`src/rtl/fifo_param_sync_pkg.sv`:
```
// Shared defaults and types for the parametrised synchronous FIFO.
package fifo_param_sync_pkg;

    localparam int unsigned DEF_FIFO_WIDTH = 16;
    localparam int unsigned DEF_FIFO_DEPTH = 8;

    typedef enum logic {
        STD_READ  = 1'b0,
        FWFT_READ = 1'b1
    } fifo_mode_e;

    // Raised by a bench once its stimulus is complete
    bit test_finished;

endpackage

```
`src/rtl/fifo_ram_sdp.sv`:
```
// Simple dual-port storage: one synchronous write port, one asynchronous read port.
module fifo_ram_sdp #(
    parameter int unsigned WIDTH = 16,
    parameter int unsigned DEPTH = 8,
    parameter int unsigned AW    = $clog2(DEPTH)
) (
    input  logic             clk,
    input  logic             we,
    input  logic [AW-1:0]    waddr,
    input  logic [WIDTH-1:0] wdata,
    input  logic [AW-1:0]    raddr,
    output logic [WIDTH-1:0] rdata
);

    logic [WIDTH-1:0] mem [DEPTH];

    // Write port; contents are never cleared, not even by reset
    always_ff @(posedge clk) begin
        if (we) begin
            mem[waddr] <= wdata;
        end
    end

    assign rdata = mem[raddr];

endmodule

```
`src/rtl/fifo_param_sync.sv`:
```
// Single-clock FIFO with programmable thresholds, occupancy count, flush and
// selectable standard (registered) or first-word-fall-through read.
module fifo_param_sync
    import fifo_param_sync_pkg::*;
#(
    parameter int unsigned FIFO_WIDTH      = DEF_FIFO_WIDTH,
    parameter int unsigned FIFO_DEPTH      = DEF_FIFO_DEPTH,
    parameter int unsigned ALMOST_FULL_TH  = FIFO_DEPTH - 1,
    parameter int unsigned ALMOST_EMPTY_TH = 1,
    parameter int unsigned FWFT            = 0,
    parameter int unsigned CNT_W           = $clog2(FIFO_DEPTH + 1)
) (
    input  logic                  clk,
    input  logic                  rst_n,
    input  logic                  flush,
    input  logic                  wr_en,
    input  logic [FIFO_WIDTH-1:0] data_in,
    input  logic                  rd_en,
    output logic [FIFO_WIDTH-1:0] data_out,
    output logic                  rd_valid,
    output logic                  wr_ack,
    output logic                  overflow,
    output logic                  underflow,
    output logic                  full,
    output logic                  empty,
    output logic                  almostfull,
    output logic                  almostempty,
    output logic [CNT_W-1:0]      count
);

    localparam int unsigned PTR_W = $clog2(FIFO_DEPTH);
    localparam fifo_mode_e  MODE  = (FWFT != 0) ? FWFT_READ : STD_READ;

    localparam logic [CNT_W-1:0] CNT_FULL = CNT_W'(FIFO_DEPTH);
    localparam logic [CNT_W-1:0] CNT_AF   = CNT_W'(ALMOST_FULL_TH);
    localparam logic [CNT_W-1:0] CNT_AE   = CNT_W'(ALMOST_EMPTY_TH);
    localparam logic [PTR_W-1:0] PTR_LAST = PTR_W'(FIFO_DEPTH - 1);

    if (FIFO_WIDTH < 1) begin : g_chk_width
        $error("fifo_param_sync: FIFO_WIDTH must be at least 1");
    end
    if (FIFO_DEPTH < 2) begin : g_chk_depth
        $error("fifo_param_sync: FIFO_DEPTH must be at least 2");
    end
    if (ALMOST_FULL_TH < 1 || ALMOST_FULL_TH > FIFO_DEPTH) begin : g_chk_af
        $error("fifo_param_sync: ALMOST_FULL_TH out of range 1..FIFO_DEPTH");
    end
    if (ALMOST_EMPTY_TH > FIFO_DEPTH - 1) begin : g_chk_ae
        $error("fifo_param_sync: ALMOST_EMPTY_TH out of range 0..FIFO_DEPTH-1");
    end

    logic [PTR_W-1:0]      wr_ptr;
    logic [PTR_W-1:0]      rd_ptr;
    logic                  rd_acc;
    logic                  wr_acc;
    logic                  ram_we;
    logic [FIFO_WIDTH-1:0] ram_rdata;

    // Flags come only from the registered count, never from the request inputs
    assign full        = (count == CNT_FULL);
    assign empty       = (count == '0);
    assign almostfull  = (count >= CNT_AF);
    assign almostempty = (count <= CNT_AE);

    // A write into a full FIFO is allowed only when a read frees a slot the same edge
    assign rd_acc = rd_en && !empty;
    assign wr_acc = wr_en && (!full || rd_acc);
    assign ram_we = rst_n && !flush && wr_acc;

    fifo_ram_sdp #(
        .WIDTH (FIFO_WIDTH),
        .DEPTH (FIFO_DEPTH),
        .AW    (PTR_W)
    ) u_ram (
        .clk   (clk),
        .we    (ram_we),
        .waddr (wr_ptr),
        .wdata (data_in),
        .raddr (rd_ptr),
        .rdata (ram_rdata)
    );

    // Pointers, occupancy and handshake pulses; reset beats flush beats traffic
    always_ff @(posedge clk) begin
        if (!rst_n) begin
            wr_ptr    <= '0;
            rd_ptr    <= '0;
            count     <= '0;
            wr_ack    <= 1'b0;
            overflow  <= 1'b0;
            underflow <= 1'b0;
        end else if (flush) begin
            wr_ptr    <= '0;
            rd_ptr    <= '0;
            count     <= '0;
            wr_ack    <= 1'b0;
            overflow  <= 1'b0;
            underflow <= 1'b0;
        end else begin
            if (wr_acc) begin
                wr_ptr <= (wr_ptr == PTR_LAST) ? '0 : wr_ptr + PTR_W'(1);
            end
            if (rd_acc) begin
                rd_ptr <= (rd_ptr == PTR_LAST) ? '0 : rd_ptr + PTR_W'(1);
            end
            if (wr_acc && !rd_acc) begin
                count <= count + CNT_W'(1);
            end else if (rd_acc && !wr_acc) begin
                count <= count - CNT_W'(1);
            end
            wr_ack    <= wr_acc;
            overflow  <= wr_en && !wr_acc;
            underflow <= rd_en && !rd_acc;
        end
    end

    if (MODE == FWFT_READ) begin : g_fwft
        // Head of the queue is always visible; rd_en only pops it
        assign data_out = ram_rdata;
        assign rd_valid = !empty;
    end else begin : g_std
        logic [FIFO_WIDTH-1:0] data_reg;
        logic                  valid_reg;

        // Registered read: capture the head on an accepted read, hold otherwise
        always_ff @(posedge clk) begin
            if (!rst_n) begin
                data_reg  <= '0;
                valid_reg <= 1'b0;
            end else if (flush) begin
                valid_reg <= 1'b0;
            end else begin
                valid_reg <= rd_acc;
                if (rd_acc) begin
                    data_reg <= ram_rdata;
                end
            end
        end

        assign data_out = data_reg;
        assign rd_valid = valid_reg;
    end

endmodule

```
`config.mk`:
```
export PLATFORM = sky130hd
export DESIGN_NAME = fifo_param_sync
export DESIGN_NICKNAME = d
export VERILOG_FILES = /design/src/rtl/fifo_param_sync_pkg.sv /design/src/rtl/fifo_ram_sdp.sv /design/src/rtl/fifo_param_sync.sv
export SDC_FILE = /design/constraint.sdc
export NUM_CORES = 1
export LEC_CHECK = 0
export CAP_MARGIN = 20
export CORE_UTILIZATION = 45
export CTS_CLUSTER_DIAMETER = 50
export DETAILED_ROUTE_END_ITERATION = 7
export PLACE_DENSITY_LB_ADDON = 0.3
export SYNTH_ARGS = -nofsm -noshare
export SYNTH_HDL_FRONTEND = slang
export SYNTH_SLANG_ARGS = --single-unit
```
`constraint.sdc`:
```
create_clock -name clk -period 3.05 [get_ports clk]
set_input_delay 0.305 -clock clk [delete_from_list [all_inputs] [get_ports clk]]
set_output_delay 0.305 -clock clk [all_outputs]
set_load 0.02 [all_outputs]
```
# Yosys cells after proc, flatten, opt, wreduce, memory -nomap -nowiden
# Memories as Yosys holds them, arrays and structs flattened. A register that Yosys moved wholly into a read port is not among the register bits.
# Index checks and enable logic that the tools add are counted.
# W data, S select, Z words.
[word_totals] regBits=14 ramBits=128 in_bits=21 out_inout_bits=28 word_cells=44 memories=1
[op_classes] add_sub_neg=4 n_lt_le_gt_ge=2 eq_ne=3 muxes=6 bitwise=2 reduce_logical=19
[mem_list] name="u_ram.mem" words=8 word_bits=16 read_ports=1 rd_clocked_by_memory_dff=1 wr=1 line_no="fifo_ram_sdp.sv:15" source="logic [WIDTH-1:0] mem [DEPTH];"
[ops] operator="$logic_and A1 B1 Y1" count=8
[ops] operator="$mux W4" count=2
[ops] operator="$add A3 B1 Y3 const B" count=2
[ops] operator="$eq A3 B3 Y1 const B" count=2
[ops] operator="$logic_not A1 Y1" count=6
[ops] operator="$mux W3" count=2
[ops] operator="$add A4 B1 Y4 const B" count=1
[ops] operator="$eq A4 B4 Y1 const B" count=1
[ops] operator="$ge A4 B3 Y1 const B" count=1
[ops] operator="$le A4 B1 Y1 const B" count=1
[ops] operator="$logic_not A4 Y1" count=1
[ops] operator="$sub A4 B1 Y4 const B" count=1
[ops] operator="$mux W1" count=2
[ops] operator="$not A1 Y1" count=2
[ops] operator="$reduce_and A2 Y1" count=1
[ops] operator="$reduce_bool A2 Y1" count=1
[ops] operator="$reduce_or A2 Y1" count=1
[ops] operator="$logic_or A1 B1 Y1" count=1

# Depth between registers and ports, before layout
# Gate-level depths: netlist of the first run.
[logic_depth] ltp_word=9 depth_mapped=10

# By module
# A second synthesis of the first run with hierarchy kept.
[hier_totals] cells_unflattened=345 area_unflattened_um2=6349.8
[modules_own_cells] module="fifo_ram_sdp" n_inst=1 cells_each=198 area_per_inst_um2=4973.5 seq_area_each_um2=3843.7
[modules_own_cells] module="fifo_param_sync" n_inst=1 cells_each=147 area_per_inst_um2=1376.3 seq_area_each_um2=600.6

# Least setup slack after synthesis of the first run
# Ideal clock, no wire load.
[synth_path] kind="flip-flop to flip-flop" start="register count[0]" end="memory u_ram.mem[1][0], enable pin" setup_ns=0.409 arrival_ns=2.460 t_required_ns=2.641 slack_ns=0.181 stages_incl_launch_ff=8 n_path_buf=0 period_less_slack_ns=2.869 cell_sequence="dfxtp_1 inv_1 ha_1 nand4bb_1 nand2_1 inv_1 nand3_1 nor3_1"
[synth_between] elab_chain_len=8 word_cells_on_any_way=10
[synth_rtl] item="from (decl)" line_no="fifo_param_sync.sv:28" source="output logic [CNT_W-1:0] count"
[synth_rtl] item="from (signal assigned)" line_no="fifo_param_sync.sv:107" source="count <= count + CNT_W'(1);"
[synth_rtl] item="from (signal assigned)" line_no="fifo_param_sync.sv:109" source="count <= count - CNT_W'(1);"
[synth_rtl] item="$logic_not A4 Y1" line_no="fifo_param_sync.sv:61" source="assign empty = (count == '0);"
[synth_rtl] item="$logic_not A1 Y1" line_no="fifo_param_sync.sv:66" source="assign rd_acc = rd_en && !empty;"
[synth_rtl] item="$logic_and A1 B1 Y1" line_no="fifo_param_sync.sv:66"
[synth_rtl] item="$logic_or A1 B1 Y1 (*)" line_no="fifo_param_sync.sv:67" source="assign wr_acc = wr_en && (!full || rd_acc);"
[synth_rtl] item="$logic_and A1 B1 Y1 (*)" line_no="fifo_param_sync.sv:67"
[synth_rtl] item="net wr_acc" line_no="fifo_param_sync.sv:55" source="logic wr_acc;"
[synth_rtl] item="$logic_and A1 B1 Y1 (*)" line_no="fifo_param_sync.sv:68" source="assign ram_we = rst_n && !flush && wr_acc;"
[synth_rtl] item="$mux W1 (*)" line_no="fifo_ram_sdp.sv:19" source="if (we) begin"
[synth_rtl] item="$mux W1 (implied by the code) (*)" line_no="fifo_ram_sdp.sv:20" source="mem[waddr] <= wdata;"
[synth_rtl] item="to (decl)" line_no="fifo_ram_sdp.sv:15"
# The timed path passes the listed nets; every way through them passes the cells marked *.

# Worst setup path after layout of the first run
[layout_path] start="register count[0]" end="register count[3]"
[layout_between] elab_chain_len=8 word_cells_on_any_way=16
[layout_rtl] item="parallel branches: the longest is 8 deep, another holds $sub A4 B1 Y4"
# Several ways; the timed one is not identified. The select of a mux whose other input is x is not followed.
# A chain may end at the register's enable or synchronous reset.

==> results of run 1 <==
==> worst paths after layout <==
| path | slack [ns] | end | cells after the start | from |
|---|---|---|---|---|
| max | 0.56 | count[3] | 9 | count[0] |
| min | 0.48 | data_out[6] | 1 | data_out[6] |
| max reg2reg | 0.56 | count[3] | 9 | count[0] |
| min reg2reg | 0.48 | data_out[6] | 1 | data_out[6] |
==> layer usage <==
layer  global-route usage, %  up-vias  part of all wire (%)
met5                       0        -                     0
met3                   5.888       11                   4.9
met4                   4.808        0                   1.1
met2                   29.30       62                    51
li1                        -     1378                     -
met1                   21.43     1532                    43
==> cell families (layout without fill, tap and decap cells) <==
| logic type | count (synthesis) | in the layout | share of synthesized area, % |
|---|---|---|---|
| AO/OA/AOI/OAI | 26 | 26 | 3.214 |
| XOR/XNOR | 3 | 3 | 0.4327 |
| adder cells (fa/ha/maj) | 9 | 9 | 1.854 |
| buffers and inverters | 17 | 97 | 1.895 |
| flip-flops | 158 | 158 | 73.18 |
| multiplexers | 51 | 51 | 15.70 |
| AND/OR/NAND/NOR | 44 | 44 | 3.729 |
==> registers in the layout, indices dropped and copies added (netlist names) <==
register   count
rd_valid       1
wr_ptr         3
underflow      1
rd_ptr         3
count          4
wr_ack         1
overflow       1
u_ram.mem    128
data_out      16
==> worst reg2reg max path, delay by kind of cell (launching register included) <==
| family | cells | cell delay [ns] |
|---|---|---|
| AO/OA/AOI/OAI | 1 | 0.19 |
| XOR/XNOR | 1 | 0.14 |
| adder cells (fa/ha/maj) | 2 | 0.56 |
| buffers and inverters | 1 | 0.10 |
| flip-flops | 1 | 0.46 |
| AND/OR/NAND/NOR | 4 | 0.92 |
==> cell type report <==
| type | instances | area, µm² | share of cell area (%) |
|---|---|---|---|
| Clock inverter | 12 | 77.57 | 1.061 |
| Clock buffer | 20 | 436.7 | 5.971 |
| Tap cell | 176 | 220.2 | 3.011 |
| Multi-Input combinational cell | 133 | 1524 | 20.84 |
| Timing Repair Buffer | 62 | 598.1 | 8.178 |
| Sequential cell | 158 | 4446 | 60.79 |
| Inverter | 3 | 11.26 | 0.1540 |
==> power breakdown <==
group	internal (mW)	total (mW)	switching, mW
clock network	1.10	1.86	0.764
logic	0.165	0.325	0.160
registers	2.36	2.39	0.0259
total	3.62	4.57	0.950
==> layout by cell type, fill, tap and decap left out, drive strengths merged, types with 2 or more instances in the layout <==
master and n:
nand2b 5, clkbuf 20, a22o 16, mux2i 3, nor3 3, clkinv 11, nor2 15, mux2 16
a21oi 7, dfxtp 30, inv 3, and3 2, ha 9, or3 3, edfxtp 128, xor2 2
nand2 8, buf 14, clkdlybuf4s50 48, mux4 32
==> through the flow <==
step	setup slack, ns	std cells	power, mW
3_5_place_dp	0.5701	532	2.760
3_3_place_gp	0.6649	532	2.749
5_1_grt	0.3559	564	4.734
4_1_cts	0.5491	564	4.611
6_report	0.5568	564	4.570
2_1_floorplan	0.1807	308	2.624
==> impl_metrics.toml, run 1 <==
[status]
status = "finished clean"

[final_layout]
antenna_cells = 0
fillers = 1022
layout-drive-gt1-share_pct = 21.39
layout.cell_area.non_filler_mm2 = 0.007313
area_growth_pct = 20.42
final_core_util_pct = 55.44
nets = 405

[clocking]
path_clk_slew_ns = 0.06
cts_made_buffers = 17
post_cts_buffers = 0
ctsHtreeMaxLevel = 4
cts_sinks = 158
clk_latency_ns = 0.41
cts-resized-gates = 0
cts_root_buffer = "clkbuf_16"
cts_hold_buf = 0
cts_tree = "yes"
clockBufferDepth = 2

[global_route]
grt_max_degree = 26
track_usage_pct = 17.41
overflow = 0
grt_pass1_vias = 3071
antenna_found_initial = 0
grt_pass1_wl_mm = 17.29

[drt]
drcViolationCount = 0
routedWlPerCell_um = 19.71
postRouteAntennaNets = 0
finalWirelength_mm = 11.12
dr.pass1.iters = 4
drt_iter0_drc = 176
vias_per_cell = 5.289
vias = 2983

[floorplan]
fp-row-count = 42
dieArea_mm2 = 0.01397
fp.dieW_um = 118.2
die_h_um = 118.2
core_mm2 = 0.01319
start_util_pct = 46.04
pin_count = 49

[setup_path]
worstPathMaxFanout = 7
cpLargestDelayFamily = "simple AND/OR/NAND/NOR gates"
start_kind = "flop"
cp_num_buf_inv = 1
crit_chain = "inv_1 > ha_1 > nor3b_1 > nand2b_1 > ha_1 > or4_1 > a21oi_1 > xnor2_1 > nor2_1"
slowest_stage = "dfxtp_1"
arrival_ns = 2.78
cp-end-kind = "flop"
crit_top_cell = "ha_1"
critical_path_class = "reg -> reg"
required_ns = 3.34
cp_slowest_stage_delay_ns = 0.46

[place]
hpwl_mm = 6.341
io_buffers = 48
routabilityCongestion = 0.7513
placed_area_mm2 = 0.006799

[sta]
rsz0062_at_grt = "no"
hold_viol = 0
setup_viol = 0
whs_ns = 0.4769
finalClockSkew_ns = 0.007321
maxSlewViolCount = 0
tightest_slew_ns = 0.5229
fmax_mhz = 401.1
period_minus_slack_ns = 2.493
finalSetupTns_ns = 0
max_slew_margin_pct = 65.09
finalCritPeriodShare_pct = 81.74

[yosys]
yosys.area.top_type_share_pct = 63.29
synthArstFlopShare_pct = 0
syn_area_mm2 = 0.006073
synthTopCellsByArea = "edfxtp_1 63%, dfxtp_1 9.9%, mux4_2 9.6%, mux2_2 3.0%, mux4_1 2.6%"
synth_flop_cell = "edfxtp_1"
synth_commonest_cells = "128 x edfxtp_1, 30 x dfxtp_1, 26 x mux4_2, 16 x a22o_1, 16 x mux2_2"
synth_most_common_cell = "edfxtp_1"
synthesis.nets = 338
synth_area_leader_cell = "edfxtp_1"
synth-seq-cells = 158
syn_inst = 308
synth.distinct_cells = 37
yosys_warnings = 0
syn_avg_cell_area_um2 = 19.72
yosysSeqAreaShare_pct = 73.18
synth_edf_count = 128

[pwr]
powerDensity_mw_per_mm2 = 624.8
total_leakage_power_nw = 2.425
ir_drop_v = 0.0006049

[flow_run]
drv_cap = 0

[min_path]
hold_class = "reg -> reg"
No activity file was read; power rests on OpenSTA's default activity.
==> run 2, diff against run 1 <==
Clock period 3.05 ns to 2.45 ns, I/O delays scaled along.
==> impl_metrics.toml, run 2 (synthesis results as in run 1) <==
[sta]
rsz0062_at_grt = "no"
finalClockSkew_ns = 0.005790
worst_slack_ns = 0.2179
period_minus_slack_ns = 2.232
hold_viol = 0
maxSlewViolCount = 0
tightest_slew_ns = 0.7591
whs_ns = 0.4022
finalSetupTns_ns = 0
max_slew_margin_pct = 49.39
fmax_mhz = 448.0
finalCritPeriodShare_pct = 91.11
setup_viol = 0

[floorplan]
dieArea_mm2 = 0.01397
die_h_um = 118.2
pin_count = 49
start_util_pct = 46.04
fp-row-count = 42
fp.dieW_um = 118.2
core_mm2 = 0.01319

[global_route]
track_usage_pct = 17.86
overflow = 0
grt_pass1_wl_mm = 17.71
grt_pass1_vias = 3214
grt_max_degree = 21
antenna_found_initial = 0

[setup_path]
rr_endpoint = "data_out[14]"
worstReg2RegStart = "count[1]"
ff2ff_setup_slack_ns = 0.25
cp-endpoint = "empty"
cp_num_buf_inv = 2
cp_slowest_stage_delay_ns = 0.66
crit_cells = 4
reg2reg_depth = 7
arrival_ns = 1.99
crit_chain = "inv_1 > ha_1 > nor3b_1 > clkdlybuf4s50_1"
start_kind = "flop"
critical_path_class = "reg -> out"
cpLargestDelayFamily = "buffers and inverters"
required_ns = 2.20
slowest_stage = "clkdlybuf4s50_1"
worstPathMaxFanout = 6
setup.worst_path.start = "count[1]"
cp-end-kind = "output port"

[clocking]
ctsHtreeMaxLevel = 4
clk_latency_ns = 0.42
cts-resized-gates = 0
post_cts_buffers = 0
cts_made_buffers = 17
cts_hold_buf = 0
clockBufferDepth = 2
cts_sinks = 158
path_clk_slew_ns = 0.06
cts_tree = "yes"
cts_root_buffer = "clkbuf_16"

[pwr]
ir_drop_v = 0.0005997
powerDensity_mw_per_mm2 = 805.3
total_leakage_power_nw = 2.504

[drt]
drcViolationCount = 0
vias = 3066
vias_per_cell = 5.379
postRouteAntennaNets = 0
drt_iter0_drc = 165
dr.pass1.iters = 4
routedWlPerCell_um = 19.76
finalWirelength_mm = 11.27

[place]
dp.cells = 538
hpwl_mm = 6.830
io_buffers = 48
place_ws_ns = 0.1344
routabilityCongestion = 0.6948

[final_layout]
layout_commonest_cell = "edfxtp_1"
layout-drive-gt1-share_pct = 24.37
area_growth_pct = 23.51
fin_cells = 570
antenna_cells = 0
largest-register = "u_ram.mem"
largest_register_ffs = 128
nets = 411
layout_common_cells = "128 x edfxtp_1, 48 x clkdlybuf4s50_1, 27 x dfxtp_1"

[flow_run]
drv_cap = 0

[min_path]
hold_class = "in -> reg"

[status]
status = "finished clean"
-- run 2: power by group --
| group | internal, mW | leakage, nW | switching [mW] |
|---|---|---|---|
| Clock | 1.69 | 0.292 | 0.969 |
| Combinational | 0.213 | 0.815 | 0.199 |
| Sequential | 2.94 | 1.40 | 0.0346 |
| Total | 4.84 | 2.50 | 1.20 |
-- run 2: through the flow --
stage | util, % | area [µm²] | power [mW]
3_5_place_dp | 52.29 | 6897 | 3.446
2_1_floorplan | - | 6086 | 3.267
6_report | 56.87 | 7501 | 6.040
5_1_grt | 56.87 | 7501 | 6.232
4_1_cts | 56.87 | 7501 | 6.098
3_3_place_gp | 52.29 | 6897 | 3.434
-- run 2: worst min-delay path, cell delays in order --
cell,delay (ns)
clkdlybuf4s50_1,0.43
nand2_1,0.07
nor2_1,0.03
-- run 2: metal layers --
layer,up-vias,routed length [µm],track usage [%]
met5,-,0,0
met4,0,161,6.490
met3,14,492,6.129
met2,78,5755,29.34
met1,1580,4855,21.92
li1,1394,-,-
-- run 2: area by class of cell --
class | count | area (µm²)
Sequential cell | 158 | 4448
Clock inverter | 13 | 171.4
Clock buffer | 19 | 432.9
Multi-Input combinational cell | 133 | 1524
Inverter | 3 | 11.26
Tap cell | 176 | 220.2
Timing Repair Buffer | 68 | 693.2
Fill cell | 996 | 5689
-- run 2: how the worst min path moves through the flow --
| stage | from | to | slack [ns] | cells after the start |
|---|---|---|---|---|
| global route | wr_en | overflow | 0.44 | 3 |
| CTS | wr_en | overflow | 0.38 | 3 |
| global placement | data_out[2] | data_out[2] | 0.46 | 1 |
| floorplan | data_in[0] | u_ram.mem[0][0] | 0.34 | 0 |
| detailed placement | data_out[13] | data_out[13] | 0.47 | 1 |
| finish | wr_en | overflow | 0.40 | 3 |
==> run 3, diff against run 2 <==
Settings changed: ABC_CLOCK_PERIOD_IN_PS set to 2450.
==> results of run 3 <==
Final layout, timing and power as in run 2 (identical DEF).
